## config.mk

```make
export PLATFORM = sky130hd
export DESIGN_NAME = aer_spike_tx
export DESIGN_NICKNAME = d
export VERILOG_FILES = /design/src/rtl/aer_pkg.sv /design/src/rtl/spike_fifo.sv /design/src/rtl/aer_spike_tx.sv
export SDC_FILE = /design/constraint.sdc
export NUM_CORES = 1
export LEC_CHECK = 0
export ABC_CLOCK_PERIOD_IN_PS = 4050
export BUFFER_PORTS_ARGS = -buffer_cell sky130_fd_sc_hd__buf_2
export CAP_MARGIN = 10
export CORE_ASPECT_RATIO = 2
export CORE_MARGIN = 8
export CORE_UTILIZATION = 50
export CTS_BUF_LIST = sky130_fd_sc_hd__clkbuf_16
export CTS_CLUSTER_SIZE = 24
export DETAILED_ROUTE_END_ITERATION = 10
export PLACE_DENSITY = 0.69
export SLEW_MARGIN = 30
export SYNTH_ARGS = -nofsm -noshare
export SYNTH_HDL_FRONTEND = slang
export SYNTH_SLANG_ARGS = --single-unit
```

## constraint.sdc

```tcl
create_clock -name clk_i -period 4.05 [get_ports clk_i]
set_input_delay 0.6075 -clock clk_i [delete_from_list [all_inputs] [get_ports clk_i]]
set_output_delay 0.6075 -clock clk_i [all_outputs]
set_load 0.1 [all_outputs]
```

## src/rtl/aer_pkg.sv

```systemverilog
// rtl/aer_pkg.sv - AER packet field defaults, offsets and the shared pack function
package aer_pkg;

  localparam int NURN_W_DEF = 8;
  localparam int X_W_DEF    = 4;
  localparam int Y_W_DEF    = 4;
  localparam int TICK_W_DEF = 16;
  localparam int AER_W_DEF  = 32;

  localparam int NURN_OFS_DEF = 0;
  localparam int TICK_OFS_DEF = NURN_OFS_DEF + NURN_W_DEF;
  localparam int Y_OFS_DEF    = TICK_OFS_DEF + TICK_W_DEF;
  localparam int X_OFS_DEF    = Y_OFS_DEF + Y_W_DEF;

  // Fields are zero-extended by the caller; offsets let the decoder side share this with other widths.
  function automatic logic [63:0] aer_pack(
    input logic [63:0] x_id,
    input logic [63:0] y_id,
    input logic [63:0] tick,
    input logic [63:0] nurn_idx,
    input int          tick_ofs,
    input int          y_ofs,
    input int          x_ofs
  );
    aer_pack = nurn_idx | (tick << tick_ofs) | (y_id << y_ofs) | (x_id << x_ofs);
  endfunction

endpackage

```

## src/rtl/spike_fifo.sv

```systemverilog
// rtl/spike_fifo.sv - generic synchronous register FIFO with count and head data
module spike_fifo #(
  parameter int DSIZE = 32,
  parameter int DEPTH = 4,
  localparam int AW   = $clog2(DEPTH)
) (
  input  logic             i_clk,
  input  logic             i_rst,
  input  logic             i_push,
  input  logic [DSIZE-1:0] i_data,
  input  logic             i_pop,
  output logic             o_full,
  output logic             o_empty,
  output logic [AW:0]      o_count,
  output logic [DSIZE-1:0] o_head
);

  logic [DSIZE-1:0] r_mem [DEPTH];
  logic [AW-1:0]    r_wptr;
  logic [AW-1:0]    r_rptr;
  logic [AW:0]      r_count;
  logic             w_wr;
  logic             w_rd;

  assign o_full  = (r_count == (AW+1)'(DEPTH));
  assign o_empty = (r_count == '0);
  assign o_count = r_count;
  assign o_head  = r_mem[r_rptr];

  // A push into a full FIFO is still taken when the head leaves in the same cycle.
  assign w_rd = i_pop & ~o_empty;
  assign w_wr = i_push & (~o_full | w_rd);

  always_ff @(posedge i_clk) begin
    if (i_rst) begin
      r_wptr  <= '0;
      r_rptr  <= '0;
      r_count <= '0;
    end else begin
      if (w_wr) r_wptr <= r_wptr + 1'b1;
      if (w_rd) r_rptr <= r_rptr + 1'b1;
      case ({w_wr, w_rd})
        2'b10:   r_count <= r_count + 1'b1;
        2'b01:   r_count <= r_count - 1'b1;
        default: r_count <= r_count;
      endcase
    end
  end

  always_ff @(posedge i_clk) begin
    if (w_wr) r_mem[r_wptr] <= i_data;
  end

endmodule

```

## src/rtl/aer_spike_tx.sv

```systemverilog
// rtl/aer_spike_tx.sv - packs neuron spikes into AER packets and queues them for the router
module aer_spike_tx
  import aer_pkg::*;
#(
  parameter int NURN_CNT_BIT_WIDTH = NURN_W_DEF,
  parameter int X_ID_BIT_WIDTH     = X_W_DEF,
  parameter int Y_ID_BIT_WIDTH     = Y_W_DEF,
  parameter int TICK_BIT_WIDTH     = TICK_W_DEF,
  parameter int AER_BIT_WIDTH      = AER_W_DEF,
  parameter int FIFO_DEPTH         = 4,
  parameter int DROP_CNT_BIT_WIDTH = 8
) (
  input  logic                          clk_i,
  input  logic                          rst_i,
  input  logic [X_ID_BIT_WIDTH-1:0]     X_ID_i,
  input  logic [Y_ID_BIT_WIDTH-1:0]     Y_ID_i,
  input  logic                          tick_i,
  input  logic                          spike_i,
  input  logic [NURN_CNT_BIT_WIDTH-1:0] nurnIdx_i,
  output logic [AER_BIT_WIDTH-1:0]      aer_data_o,
  output logic                          aer_valid_o,
  input  logic                          aer_ready_i,
  output logic                          busy_o,
  output logic                          overflow_o,
  output logic [DROP_CNT_BIT_WIDTH-1:0] dropCnt_o
);

  localparam int AW       = $clog2(FIFO_DEPTH);
  localparam int TICK_OFS = NURN_CNT_BIT_WIDTH;
  localparam int Y_OFS    = TICK_OFS + TICK_BIT_WIDTH;
  localparam int X_OFS    = Y_OFS + Y_ID_BIT_WIDTH;

  logic [TICK_BIT_WIDTH-1:0]     r_tick_cnt;
  logic                          r_overflow;
  logic [DROP_CNT_BIT_WIDTH-1:0] r_drop_cnt;

  logic [AER_BIT_WIDTH-1:0] w_pkt;
  logic [AER_BIT_WIDTH-1:0] w_head;
  logic [AW:0]              w_count;
  logic                     w_full;
  logic                     w_empty;
  logic                     w_pop;
  logic                     w_space;
  logic                     w_push;
  logic                     w_drop;

  // Stamp uses the pre-increment tick count even when tick_i coincides with the spike.
  assign w_pkt = AER_BIT_WIDTH'(aer_pack(64'(X_ID_i), 64'(Y_ID_i), 64'(r_tick_cnt),
                                         64'(nurnIdx_i), TICK_OFS, Y_OFS, X_OFS));

  assign w_pop   = aer_valid_o & aer_ready_i;
  assign w_space = ~w_full | w_pop;
  assign w_push  = spike_i & w_space & ~rst_i;
  assign w_drop  = spike_i & ~w_space;

  spike_fifo #(
    .DSIZE (AER_BIT_WIDTH),
    .DEPTH (FIFO_DEPTH)
  ) u_fifo (
    .i_clk   (clk_i),
    .i_rst   (rst_i),
    .i_push  (w_push),
    .i_data  (w_pkt),
    .i_pop   (w_pop),
    .o_full  (w_full),
    .o_empty (w_empty),
    .o_count (w_count),
    .o_head  (w_head)
  );

  always_ff @(posedge clk_i) begin
    if (rst_i) begin
      r_tick_cnt <= '0;
      r_overflow <= 1'b0;
      r_drop_cnt <= '0;
    end else begin
      if (tick_i) r_tick_cnt <= r_tick_cnt + 1'b1;
      if (w_drop) begin
        r_overflow <= 1'b1;
        if (r_drop_cnt != '1) r_drop_cnt <= r_drop_cnt + 1'b1;
      end
    end
  end

  assign aer_valid_o = (w_count != '0);
  assign aer_data_o  = w_empty ? '0 : w_head;
  assign busy_o      = aer_valid_o;
  assign overflow_o  = r_overflow;
  assign dropCnt_o   = r_drop_cnt;

endmodule

```

# After elaboration in Yosys (flattened, before gate mapping)
# Memories as Yosys holds them, arrays and structs flattened. A register that Yosys moved wholly into a read port is not among the register bits.
# Cells that the tools add are included.
# word_totals
ram_bits,128
word_cells,42
regBits,32
n_memories,1
inputBits,21
# mem_list
name,depth,width,read_ports,rd_ports_with_merged_regs,write_ports,line,text
u_fifo.r_mem,4,32,1,1,1,spike_fifo.sv:18,logic [DSIZE-1:0] r_mem [DEPTH];
# classes
add_sub_neg,6
eq_ne,4
n_mux,6
bitwise_logic,15
reduce_logical,4
# ops
op,count
2-to-1 mux 32 bit,1
bitwise OR 28 x 32 -> 32 bit,1
bitwise OR 24 x 28 -> 28 bit,1
bitwise OR 8 x 24 -> 24 bit,1
adder 16 x 1 -> 16 bit (second input constant),1
adder 8 x 1 -> 8 bit (second input constant),1
!= test 8 bit (second input constant),1
bitwise AND 1 bit,6
one-hot mux 3 bit (2 select lines),1
adder 2 x 1 -> 2 bit (second input constant),2
2-to-1 mux 2 bit,2
NOT 1 bit,4
adder 3 x 1 -> 3 bit (second input constant),1
equality test 3 bit (second input constant),1
logical NOT 3 bit,1
nonzero test 3 bit,1
subtractor 3 x 1 -> 3 bit (second input constant),1
equality test 2 x 1 -> 1 bit (second input constant),1
equality test 2 bit (second input constant),1
2-to-1 mux 1 bit,2
bitwise OR 1 bit,2
AND reduction 2 bit,1
nonzero test 2 bit,1

# Depth between registers and ports, before layout
# logic_depth
word_depth,8
depth_mapped,10
depth_no_buf,10

# By module
# From an unflattened synthesis, not the netlist that was laid out.
# unflattened
cells_unflattened,407
hier_area_um2,6598.8
# by_module_without_submodules
module,instances,area_each_um2,cells_per_inst,seq_area_each_um2
spike_fifo,1,5202.5,234,4023.9
aer_spike_tx,1,1396.3,173,500.5

# Worst setup path after synthesis
# OpenSTA, ideal clock, no wires.
# synth_path
path_type,reg-to-output
from,"register u_fifo.r_count[0], in the netlist u_fifo.o_count[0]"
to,output aer_data_o[22]
arrival_time_ns,2.585
path_slack_ns,0.858
path_stages_with_launch,5
t_required_ns,3.442
cell_sequence,dfxtp_1 > or3_1 > clkbuf_1 > clkbuf_1 > and2_1
# synth_between
elab_chain_len,2
# synth_lines
item,line,text
"start, declared",spike_fifo.sv:21,logic [AW:0] r_count;
"start signal, assigned",spike_fifo.sv:43,2'b10: r_count <= r_count + 1'b1;
"start signal, assigned",spike_fifo.sv:44,2'b01: r_count <= r_count - 1'b1;
"start signal, assigned",spike_fifo.sv:45,default: r_count <= r_count;
logical NOT 3 bit,spike_fifo.sv:26,assign o_empty = (r_count == '0);
2-to-1 mux 32 bit,aer_spike_tx.sv:86,assign aer_data_o = w_empty ? '0 : w_head;
"end, declared",aer_spike_tx.sv:20,"output logic [AER_BIT_WIDTH-1:0] aer_data_o,"
# Every way passes these cells.

==> metrics <==
Cell Pwr Density=744 nW/µm²; all-layer global routing usage=0.144; Syn Inst Count=between 300 and 400; leading post-synthesis cells by cell area=edfxtp_1 (60%), mux4_2 (11%), dfxtp_1 (11%), and2_1 (3.7%), nor2_1 (1.6%); DP Area=a little under 7000 µm²; largest net degree at the start of global routing=36; Iter 0 DRT Violations=a little over 200; Pleak=~2.6 nW; Yosys Warn Count=0; post_cts resized=0; fin crit period=between 3000 and 4000 ps; register area share after synthesis=0.704; Max Slew Vio Count=0; Distinct cells, synth=37; Clk pin slew, worst setup/hold paths=roughly 60 ps; cell area after synthesis=roughly 6400 µm²; worst slew pin tran=704 ps; CTS root buffer=clkbuf_16; Routability Congestion=0.759; commonest non-fill, non-tap cells in the layout=edfxtp_1 (128), buf_2 (63), and2_1 (38); # DRC=0; post-synthesis adder-cell area fraction=0.0167; slew margin rel.=0.530; critical path class=reg2out; die width=~96 µm; Worst Skew=approximately 6.1 ps; Core Rows=58; Post-Syn Nets=around 400; Mean Syn Cell Area=approximately 17 µm²; CP max FO=20; number of H-tree levels=4; full die area=~17000 µm²; Core Area=~13000 µm²; worst hold path type=in2reg; Fin Hold WS=414 ps; mux cell area share after synthesis=0.118; Yosys reg bits=approximately 160; clock sink count=between 150 and 200; final setup TNS=0 ps; CTS tree=done; Chip Height=176 µm; gr ovfl total=0; port bufs=between 60 and 70; CTS Buffer Depth=2; Compound-Gate Fraction of Synth Area=0.0187; Max-Cap Viols=0; postcts setup bufs=0; 1st-pass router iterations=4; Final #Nets=480; Synth area leader=edfxtp_1; fin crit share=0.758; combinational family with the most area after synthesis=multiplexers; worst skew pair latency=between 400 and 500 ps; CP arrival=2460 ps; Routed Antenna Nets=0; vias post-DR=3378; vias in the first global route=3591; CTS buffer count=17; area grow syn2layout=16.5%; top achievable clock speed=roughly 330 MHz; final hold vios=0; post-route cell area=roughly 7500 µm²; global-route wire length before repair=around 18000 µm; Synth Area in Simple Gates=0.0955; critical path required time=3440 ps; initial antenna violation count=1; Final setup viols=0; RSZ-0062 raised after global routing=no; top-area cell type share of the netlist area=0.598; HPWL after detailed placement=7260 µm; Wirelength per Cell=18.4 µm; status=finished, final reports clean; reg-to-reg setup timing slack=1510 ps; XOR/XNOR Fraction of Synth Area=0.0259; CP Capture Type=output port; vias per cell=5.49; final WL=between 10000 and 15000 µm; I/O pin cnt=64; layout cells sized above 1=0.302; Hold-fix buffers, CTS=0; total power=approximately 5.6 mW; commonest non-fill, non-tap cell in the layout=edfxtp_1; worst vdd ir=548 µV; initial core utilization=0.512; startpoint types=flop
-- worst paths after layout --
path | from | endpoint | cells after the start
setup / recovery | flop | aer_data_o[25] | 4
setup reg to reg | u_fifo.o_count[0]$_SDFFE_PP0P_ | u_fifo.o_count[2]$_SDFFE_PP0P_ | 10
hold reg to reg | overflow_o$_SDFFE_PP0P_ | overflow_o$_SDFFE_PP0P_ | 2
hold / removal | Y_ID_i[3] | u_fifo.r_mem[1][27]$_DFFE_PP_ | 1
-- stage by stage --
stage / utilization / setup WS (ps) / cells
final: 0.597 / 979 / 615
after CTS: 0.596 / 866 / 614
after floorplan: - / 858 / 377
after detailed placement: 0.549 / 1210 / 582
after global placement: 0.549 / 1310 / 582
after global routing: 0.597 / 775 / 615
-- synthesized netlist by cell type --
cell	instances
a21oi_1	10
and2_1	38
and3_1	2
and4_1	1
and4_2	1
buf_1	2
buf_2	3
buf_4	1
buf_6	1
bufbuf_16	1
clkbuf_1	9
dfxtp_1	34
edfxtp_1	128
fa_1	1
ha_1	7
inv_1	8
mux2i_1	4
mux4_2	32
nand2_1	7
nand2b_1	1
nand3_1	8
nand4_1	7
nand4_4	1
nor2_1	27
nor3_1	1
nor4_1	2
nor4b_4	1
o2111ai_1	2
o211ai_1	1
o21ai_0	6
o31ai_1	2
or3_1	5
or3_2	1
or4_1	2
or4_4	1
xnor2_1	8
xor2_1	11
-- sequential cells by signal (all words and copies together) (netlist names), named ones only --
register,cells
r_tick_cnt,16
u_fifo.o_count,3
dropCnt_o,8
u_fifo.r_rptr,2
u_fifo.r_wptr,2
overflow_o,1
u_fifo.r_mem,128
-- cells by family (layout without fill, tap and decap cells) --
group                      count (synthesis)  count (layout)
other                                      0               1
DFF                                      162             162
xor gates and xnor gates                  19              19
muxes                                     36              36
adders and majority gates                  8               8
AOI/OAI and AO/OA                         21              21
and+or+nand+nor                          106             106
buffers and inverters                     25             112
-- layout make-up --
| type | instances | area, µm² |
|---|---|---|
| timing repair buffer | 72 | 383 |
| fill | 953 | 5060 |
| clock inverter | 15 | 166 |
| inverter | 8 | 30.0 |
| tap | 150 | 188 |
| multi-input combinational | 190 | 1770 |
| sequential | 162 | 4530 |
| antenna | 1 | 2.50 |
| clock buffer | 17 | 425 |
-- report_power, final --
part / total [mW] / internal [mW] / switching [mW]
clock network: 1.57 / 0.963 / 0.607
logic: 2.04 / 0.457 / 1.59
registers: 1.96 / 1.87 / 0.0888
-- layer usage --
metal	up-vias	global-route usage	routed length [µm]
met4	0	0.0652	244
met2	74	0.257	6370
li1	1590	-	-
met1	1700	0.150	4220
met3	14	0.0387	469
met5	-	0	0
-- critical path, cell delays in order, from the launching register on --
cell,delay [ps]
dfxtp_2,780
buf_4,320
mux4_2,500
and2_1,170
buf_2,290
Note: power is estimated with default switching activity, not from simulation.
